`src/rtl/control_unit_multicycle.sv`:
```
// control_unit_multicycle
//   Multicycle RV32I control unit covering lw, sw, R-type, I-type ALU, beq/bne and jal.
//   A Moore FSM steps one shared memory and ALU through 3-5 cycles per instruction.
//   Ports:
//     clk, reset         clock (rising edge), asynchronous active-high reset
//     op, funct3, funct7 instruction fields IR[6:0], IR[14:12], IR[30]
//     Zero, MemReady     ALU zero flag, memory access completes this cycle
//     PCWrite, AdrSrc, MemWrite, IRWrite, RegWrite, ResultSrc, ALUSrcA, ALUSrcB
//                        datapath controls
//     ALUControl, ImmSrc ALU operation and immediate format
//     IllegalOp          one-cycle pulse in DECODE for an unsupported opcode
//     State              current state encoding (debug)
module control_unit_multicycle #(
    parameter bit MEM_HANDSHAKE = 1'b1,
    parameter bit BRANCH_EXT    = 1'b1
) (
    input  logic       clk,
    input  logic       reset,
    input  logic [6:0] op,
    input  logic [2:0] funct3,
    input  logic       funct7,
    input  logic       Zero,
    input  logic       MemReady,
    output logic       PCWrite,
    output logic       AdrSrc,
    output logic       MemWrite,
    output logic       IRWrite,
    output logic       RegWrite,
    output logic [1:0] ResultSrc,
    output logic [1:0] ALUSrcA,
    output logic [1:0] ALUSrcB,
    output logic [2:0] ALUControl,
    output logic [2:0] ImmSrc,
    output logic       IllegalOp,
    output logic [3:0] State
);

    typedef enum logic [3:0] {
        StFetch   = 4'd0,
        StDecode  = 4'd1,
        StMemAdr  = 4'd2,
        StMemRead = 4'd3,
        StMemWb   = 4'd4,
        StMemWrite= 4'd5,
        StExecR   = 4'd6,
        StExecI   = 4'd7,
        StAluWb   = 4'd8,
        StBranch  = 4'd9,
        StJal     = 4'd10
    } state_e;

    localparam logic [6:0] OpLw    = 7'b0000011;
    localparam logic [6:0] OpSw    = 7'b0100011;
    localparam logic [6:0] OpRType = 7'b0110011;
    localparam logic [6:0] OpIType = 7'b0010011;
    localparam logic [6:0] OpBr    = 7'b1100011;
    localparam logic [6:0] OpJal   = 7'b1101111;

    state_e     state_q, state_d;
    logic       mem_ready;
    logic       pc_update;
    logic       branch;
    logic       taken;
    logic [1:0] alu_op;
    logic       ir_write_raw;
    logic       mem_write_raw;
    logic       reg_write_raw;
    logic       illegal_raw;

    // Without the handshake the memory is assumed to always complete in one cycle.
    assign mem_ready = MEM_HANDSHAKE ? MemReady : 1'b1;

    always_ff @(posedge clk or posedge reset) begin
        if (reset) begin
            state_q <= StFetch;
        end else begin
            state_q <= state_d;
        end
    end

    // Next state and Moore outputs.
    always_comb begin
        state_d       = StFetch;
        pc_update     = 1'b0;
        branch        = 1'b0;
        alu_op        = 2'b00;
        AdrSrc        = 1'b0;
        ir_write_raw  = 1'b0;
        mem_write_raw = 1'b0;
        reg_write_raw = 1'b0;
        illegal_raw   = 1'b0;
        ResultSrc     = 2'b00;
        ALUSrcA       = 2'b00;
        ALUSrcB       = 2'b00;
        case (state_q)
            StFetch: begin
                ALUSrcB      = 2'b10;
                ResultSrc    = 2'b10;
                ir_write_raw = mem_ready;
                pc_update    = mem_ready;
                state_d      = mem_ready ? StDecode : StFetch;
            end
            StDecode: begin
                // Precompute OldPC + imm into ALUOut for branches.
                ALUSrcA = 2'b01;
                ALUSrcB = 2'b01;
                case (op)
                    OpLw, OpSw: state_d = StMemAdr;
                    OpRType:    state_d = StExecR;
                    OpIType:    state_d = StExecI;
                    OpBr:       state_d = StBranch;
                    OpJal:      state_d = StJal;
                    default: begin
                        state_d     = StFetch;
                        illegal_raw = 1'b1;
                    end
                endcase
            end
            StMemAdr: begin
                ALUSrcA = 2'b10;
                ALUSrcB = 2'b01;
                state_d = op[5] ? StMemWrite : StMemRead;
            end
            StMemRead: begin
                AdrSrc  = 1'b1;
                state_d = mem_ready ? StMemWb : StMemRead;
            end
            StMemWb: begin
                ResultSrc     = 2'b01;
                reg_write_raw = 1'b1;
                state_d       = StFetch;
            end
            StMemWrite: begin
                // Strobe held through stalls; the memory commits when it signals ready.
                AdrSrc        = 1'b1;
                mem_write_raw = 1'b1;
                state_d       = mem_ready ? StFetch : StMemWrite;
            end
            StExecR: begin
                ALUSrcA = 2'b10;
                ALUSrcB = 2'b00;
                alu_op  = 2'b10;
                state_d = StAluWb;
            end
            StExecI: begin
                ALUSrcA = 2'b10;
                ALUSrcB = 2'b01;
                alu_op  = 2'b10;
                state_d = StAluWb;
            end
            StAluWb: begin
                reg_write_raw = 1'b1;
                state_d       = StFetch;
            end
            StBranch: begin
                ALUSrcA = 2'b10;
                ALUSrcB = 2'b00;
                alu_op  = 2'b01;
                branch  = 1'b1;
                state_d = StFetch;
            end
            StJal: begin
                // PC takes the target held in ALUOut while ALU forms OldPC + 4 for the link.
                ALUSrcA   = 2'b01;
                ALUSrcB   = 2'b10;
                pc_update = 1'b1;
                state_d   = StAluWb;
            end
            default: state_d = StFetch;
        endcase
    end

    assign taken = (BRANCH_EXT && (funct3 == 3'b001)) ? !Zero : Zero;

    // Write enables are suppressed for the whole reset pulse so an aborted
    // instruction leaves no partial update behind.
    assign PCWrite   = !reset && (pc_update || (branch && taken));
    assign IRWrite   = !reset && ir_write_raw;
    assign MemWrite  = !reset && mem_write_raw;
    assign RegWrite  = !reset && reg_write_raw;
    assign IllegalOp = !reset && illegal_raw;
    assign State     = state_q;

    // ALU decoder.
    always_comb begin
        ALUControl = 3'b000;
        case (alu_op)
            2'b00: ALUControl = 3'b000;
            2'b01: ALUControl = 3'b001;
            2'b10: begin
                case (funct3)
                    3'b000:  ALUControl = (op[5] && funct7) ? 3'b001 : 3'b000;
                    3'b010:  ALUControl = 3'b101;
                    3'b110:  ALUControl = 3'b011;
                    3'b111:  ALUControl = 3'b010;
                    default: ALUControl = 3'b000;
                endcase
            end
            default: ALUControl = 3'b000;
        endcase
    end

    // Immediate format depends on the opcode alone.
    always_comb begin
        ImmSrc = 3'b000;
        case (op)
            OpSw:    ImmSrc = 3'b001;
            OpBr:    ImmSrc = 3'b010;
            OpJal:   ImmSrc = 3'b011;
            default: ImmSrc = 3'b000;
        endcase
    end

endmodule

```
`config.mk`:
```
export PLATFORM = sky130hd
export DESIGN_NAME = control_unit_multicycle
export DESIGN_NICKNAME = d
export VERILOG_FILES = /design/src/rtl/control_unit_multicycle.sv
export SDC_FILE = /design/constraint.sdc
export NUM_CORES = 1
export LEC_CHECK = 0
export CAP_MARGIN = 20
export CORE_MARGIN = 1.5
export CORE_UTILIZATION = 39
export DETAILED_ROUTE_END_ITERATION = 6
export PLACE_DENSITY = 0.81
export SETUP_SLACK_MARGIN = 0.05
export SYNTH_ARGS = -nofsm -noshare
export SYNTH_HDL_FRONTEND = slang
export SYNTH_SLANG_ARGS = --single-unit
```
`constraint.sdc`:
```
create_clock -name clk -period 2.2 [get_ports clk]
set_input_delay 0.22 -clock clk [delete_from_list [all_inputs] [get_ports clk]]
set_output_delay 0.22 -clock clk [all_outputs]
set_load 0.05 [all_outputs]
```
==> results.sh <==
export IMPL_maxCapViolCount=0
export IMPL_grt_pass1_wl_um=3240
export IMPL_clock_sinks=4
export IMPL_htreeDepth=1
export IMPL_final_core_util=0.761
export IMPL_crit_path_end_kind="output pin"
export IMPL_detail_route_vias_per_cell=5.61
export IMPL_syn_to_final_growth_pct=85.1
export IMPL_cts_clk_slew_worst_paths_ps=40
export IMPL_setup_slack_ps=119
export IMPL_reg2reg_slack_ps=600
export IMPL_initialDrtViolationCount=13
export IMPL_ys_warn_count=0
export IMPL_setup_viol=0
export IMPL_cp_top_family="simple AND/OR/NAND/NOR gates"
export IMPL_synthFlopType="dfrtp_1"
export IMPL_synth_area_leader_cell="dfrtp_1"
export IMPL_critical_path_class="flip-flop to output pin"
export IMPL_syn_nets=105
export IMPL_dp_slack_ps=227
export IMPL_synth_seq_cells=4
export IMPL_cp_slowest_cell="dfrtp_2"
export IMPL_layout_drive_gt1_share=0.317
export IMPL_row_count=14
export IMPL_r2r_start="State[2]$_DFF_PP0_"
export IMPL_root_buffer="clkbuf_4"
export IMPL_portBuffers=35
export IMPL_arrival_ps=1860
export IMPL_post_dp_hpwl_um=1510
export IMPL_synth_most_common_cell="nand2_1"
export IMPL_busiest_layer="met2"
export IMPL_met3_usage=0.0388
export IMPL_drt_wl_total_um=1930
export IMPL_cts_hold_buffers=0
export IMPL_fin_nets=145
export IMPL_netlist_area_sq_um=612
export IMPL_power_mw=0.429
export IMPL_grt_pass1_vias=716
export IMPL_dieArea_sq_um=1820
export IMPL_status="complete, no violations"
export IMPL_ir_worst_vdd_uv=278
export IMPL_hold_viol=0
export IMPL_grt_overflow=0
export IMPL_cp_start_kind="flip-flop"
export IMPL_critPathBufInv=1
export IMPL_critPathLaunch="State[1]$_DFF_PP0_"
export IMPL_crit_chain="nor2b_2 -> nand3b_1 -> ha_2 -> nor4_4 -> buf_12"
export IMPL_grtUsageMet1=0.291
export IMPL_avgSynthCellArea_sq_um=6.95
export IMPL_crit_required_ps=1980
export IMPL_synth_common_cells="10 x nand2_1, 7 x nor2_1, 6 x nor3_1"
export IMPL_synth_edf_count=0
export IMPL_tritoncts="done"
export IMPL_fmax_mhz=481
export IMPL_worstHoldPathType="input port to asynchronous set/reset pin"
export IMPL_core_area_sq_um=1490
export IMPL_diodes=0
export IMPL_use_met2=0.391
export IMPL_cpPeakStageDelay_ps=470
export IMPL_yosysTopAreaCellShare=0.164
export IMPL_skew_ps=1.40
export IMPL_antenna_found_initial=0
export IMPL_synthCells=88
export IMPL_die_x_um=42.6
export IMPL_worstSetupEndpoint="ALUControl[2]"
export IMPL_grt_max_degree=17
export IMPL_rsz0062_at_grt="yes"
export IMPL_worst_slew_pin_slew_ps=504
export IMPL_reg2reg_depth=5
export IMPL_drc_errors=0
export IMPL_r2r_end="State[0]$_DFF_PP0_"
export IMPL_critical_path_depth=5
export IMPL_synth_async_sr_flop_share=1.00
export IMPL_synth_area_leaders="dfrtp_1 16%, nand2_1 6.1%, nor4_1 5.1%"
export IMPL_globalplace_congestion=0.819
export IMPL_ant_nets=0
export IMPL_post_cts_buffers=0
export IMPL_slew_headroom=0.663
export IMPL_die_y_um=42.6
export IMPL_start_util=0.411
export IMPL_yosysSeqAreaShare=0.164
export IMPL_fin_crit_sh=0.946
export IMPL_leakage_nw=0.471
export IMPL_slew_violations=0
export IMPL_grtUsageTotal=0.235
export IMPL_yosys_cell_types_count=39
export IMPL_fin_crit_ps=2080
export IMPL_cp_max_fo=10
export IMPL_io_pins=37
export IMPL_via_count=797
export IMPL_clk_latency_ps=250
export IMPL_wl_per_cell_um=13.6
export IMPL_cts_path_max_buffers=2
export IMPL_cts_made_buffers=3
export IMPL_largest_reg_flops=4
export IMPL_firstDrtPassIters=4
export IMPL_power_density_nw_per_um2=378
[cell type report]
type / count / area [sq um]
multi-input cells: 74 / 522
repair buffers: 40 / 445
inverters: 5 / 18.8
fillers: 120 / 357
well taps: 16 / 20.0
flip-flops and latches: 4 / 104
clock buffers: 3 / 22.5
[kinds of logic (layout without fill, tap and decap cells)]
logic type	count (synthesis)	count (layout)	synth area share
other cells	1	1	0.00613
simple gates	48	48	0.427
fa+ha+maj	2	2	0.0409
flops	4	4	0.164
buf+inv	10	48	0.0757
mux	2	2	0.0327
compound gates	17	17	0.196
xor+xnor	4	4	0.0573
[layer usage]
layer  vias up  part of all wire
met5         -                 0
met4         0             0.025
met3         6             0.054
met2        33              0.51
met1       366              0.41
li1        392                 -
[layout by cell type, fill, tap and decap left out, drive strengths merged, types with 2 or more instances in the layout]
cell type      instances
a21oi                  3
buf                   22
clkbuf                 3
clkdlybuf4s50         18
dfrtp                  4
ha                     2
inv                    5
mux2i                  2
nand2                 10
nand2b                 4
nand3                  2
nand3b                 2
nor2                   7
nor2b                  3
nor3                   6
nor3b                  3
nor4                   5
o21a                   2
o21ai                  2
o22ai                  2
or2                    2
xnor2                  2
xor2                   2
[power breakdown]
part / internal (mW) / total [mW] / switching (mW)
registers: 0.0780 / 0.0823 / 0.00433
clock network: 0.0615 / 0.0995 / 0.0379
logic: 0.0945 / 0.247 / 0.152
total: 0.234 / 0.429 / 0.195
[worst min-delay path by stage]
stage               cells after the start                 end  slack (ps)  start
floorplan                               1  State[1]$_DFF_PP0_          -6  reset
CTS                                     2  State[1]$_DFF_PP0_         390  reset
finish                                  2  State[1]$_DFF_PP0_         410  reset
global route                            2  State[1]$_DFF_PP0_         430  reset
detailed placement                      2  State[2]$_DFF_PP0_         650  reset
global placement                        2  State[1]$_DFF_PP0_         630  reset
[timing repair]
item | 4_1_cts | 5_1_grt
endpoints found under the setup margin | 2 | 3
pin swaps | 0 | 0
resized for setup | 3 | 3
[through the flow]
| stage | setup TNS, ps | std cells | instance area (sq um) | hold WS [ps] |
|---|---|---|---|---|
| 3_5_place_dp | 0 | 139 | 1090 | 646 |
| 3_3_place_gp | 0 | 139 | 1090 | 627 |
| 6_report | 0 | 142 | 1130 | 407 |
| 4_1_cts | 0 | 142 | 1120 | 390 |
| 5_1_grt | 0 | 142 | 1130 | 425 |
| 2_1_floorplan | -2300 | 88 | 649 | -5.77 |
Note: power is estimated with default switching activity, not from simulation.
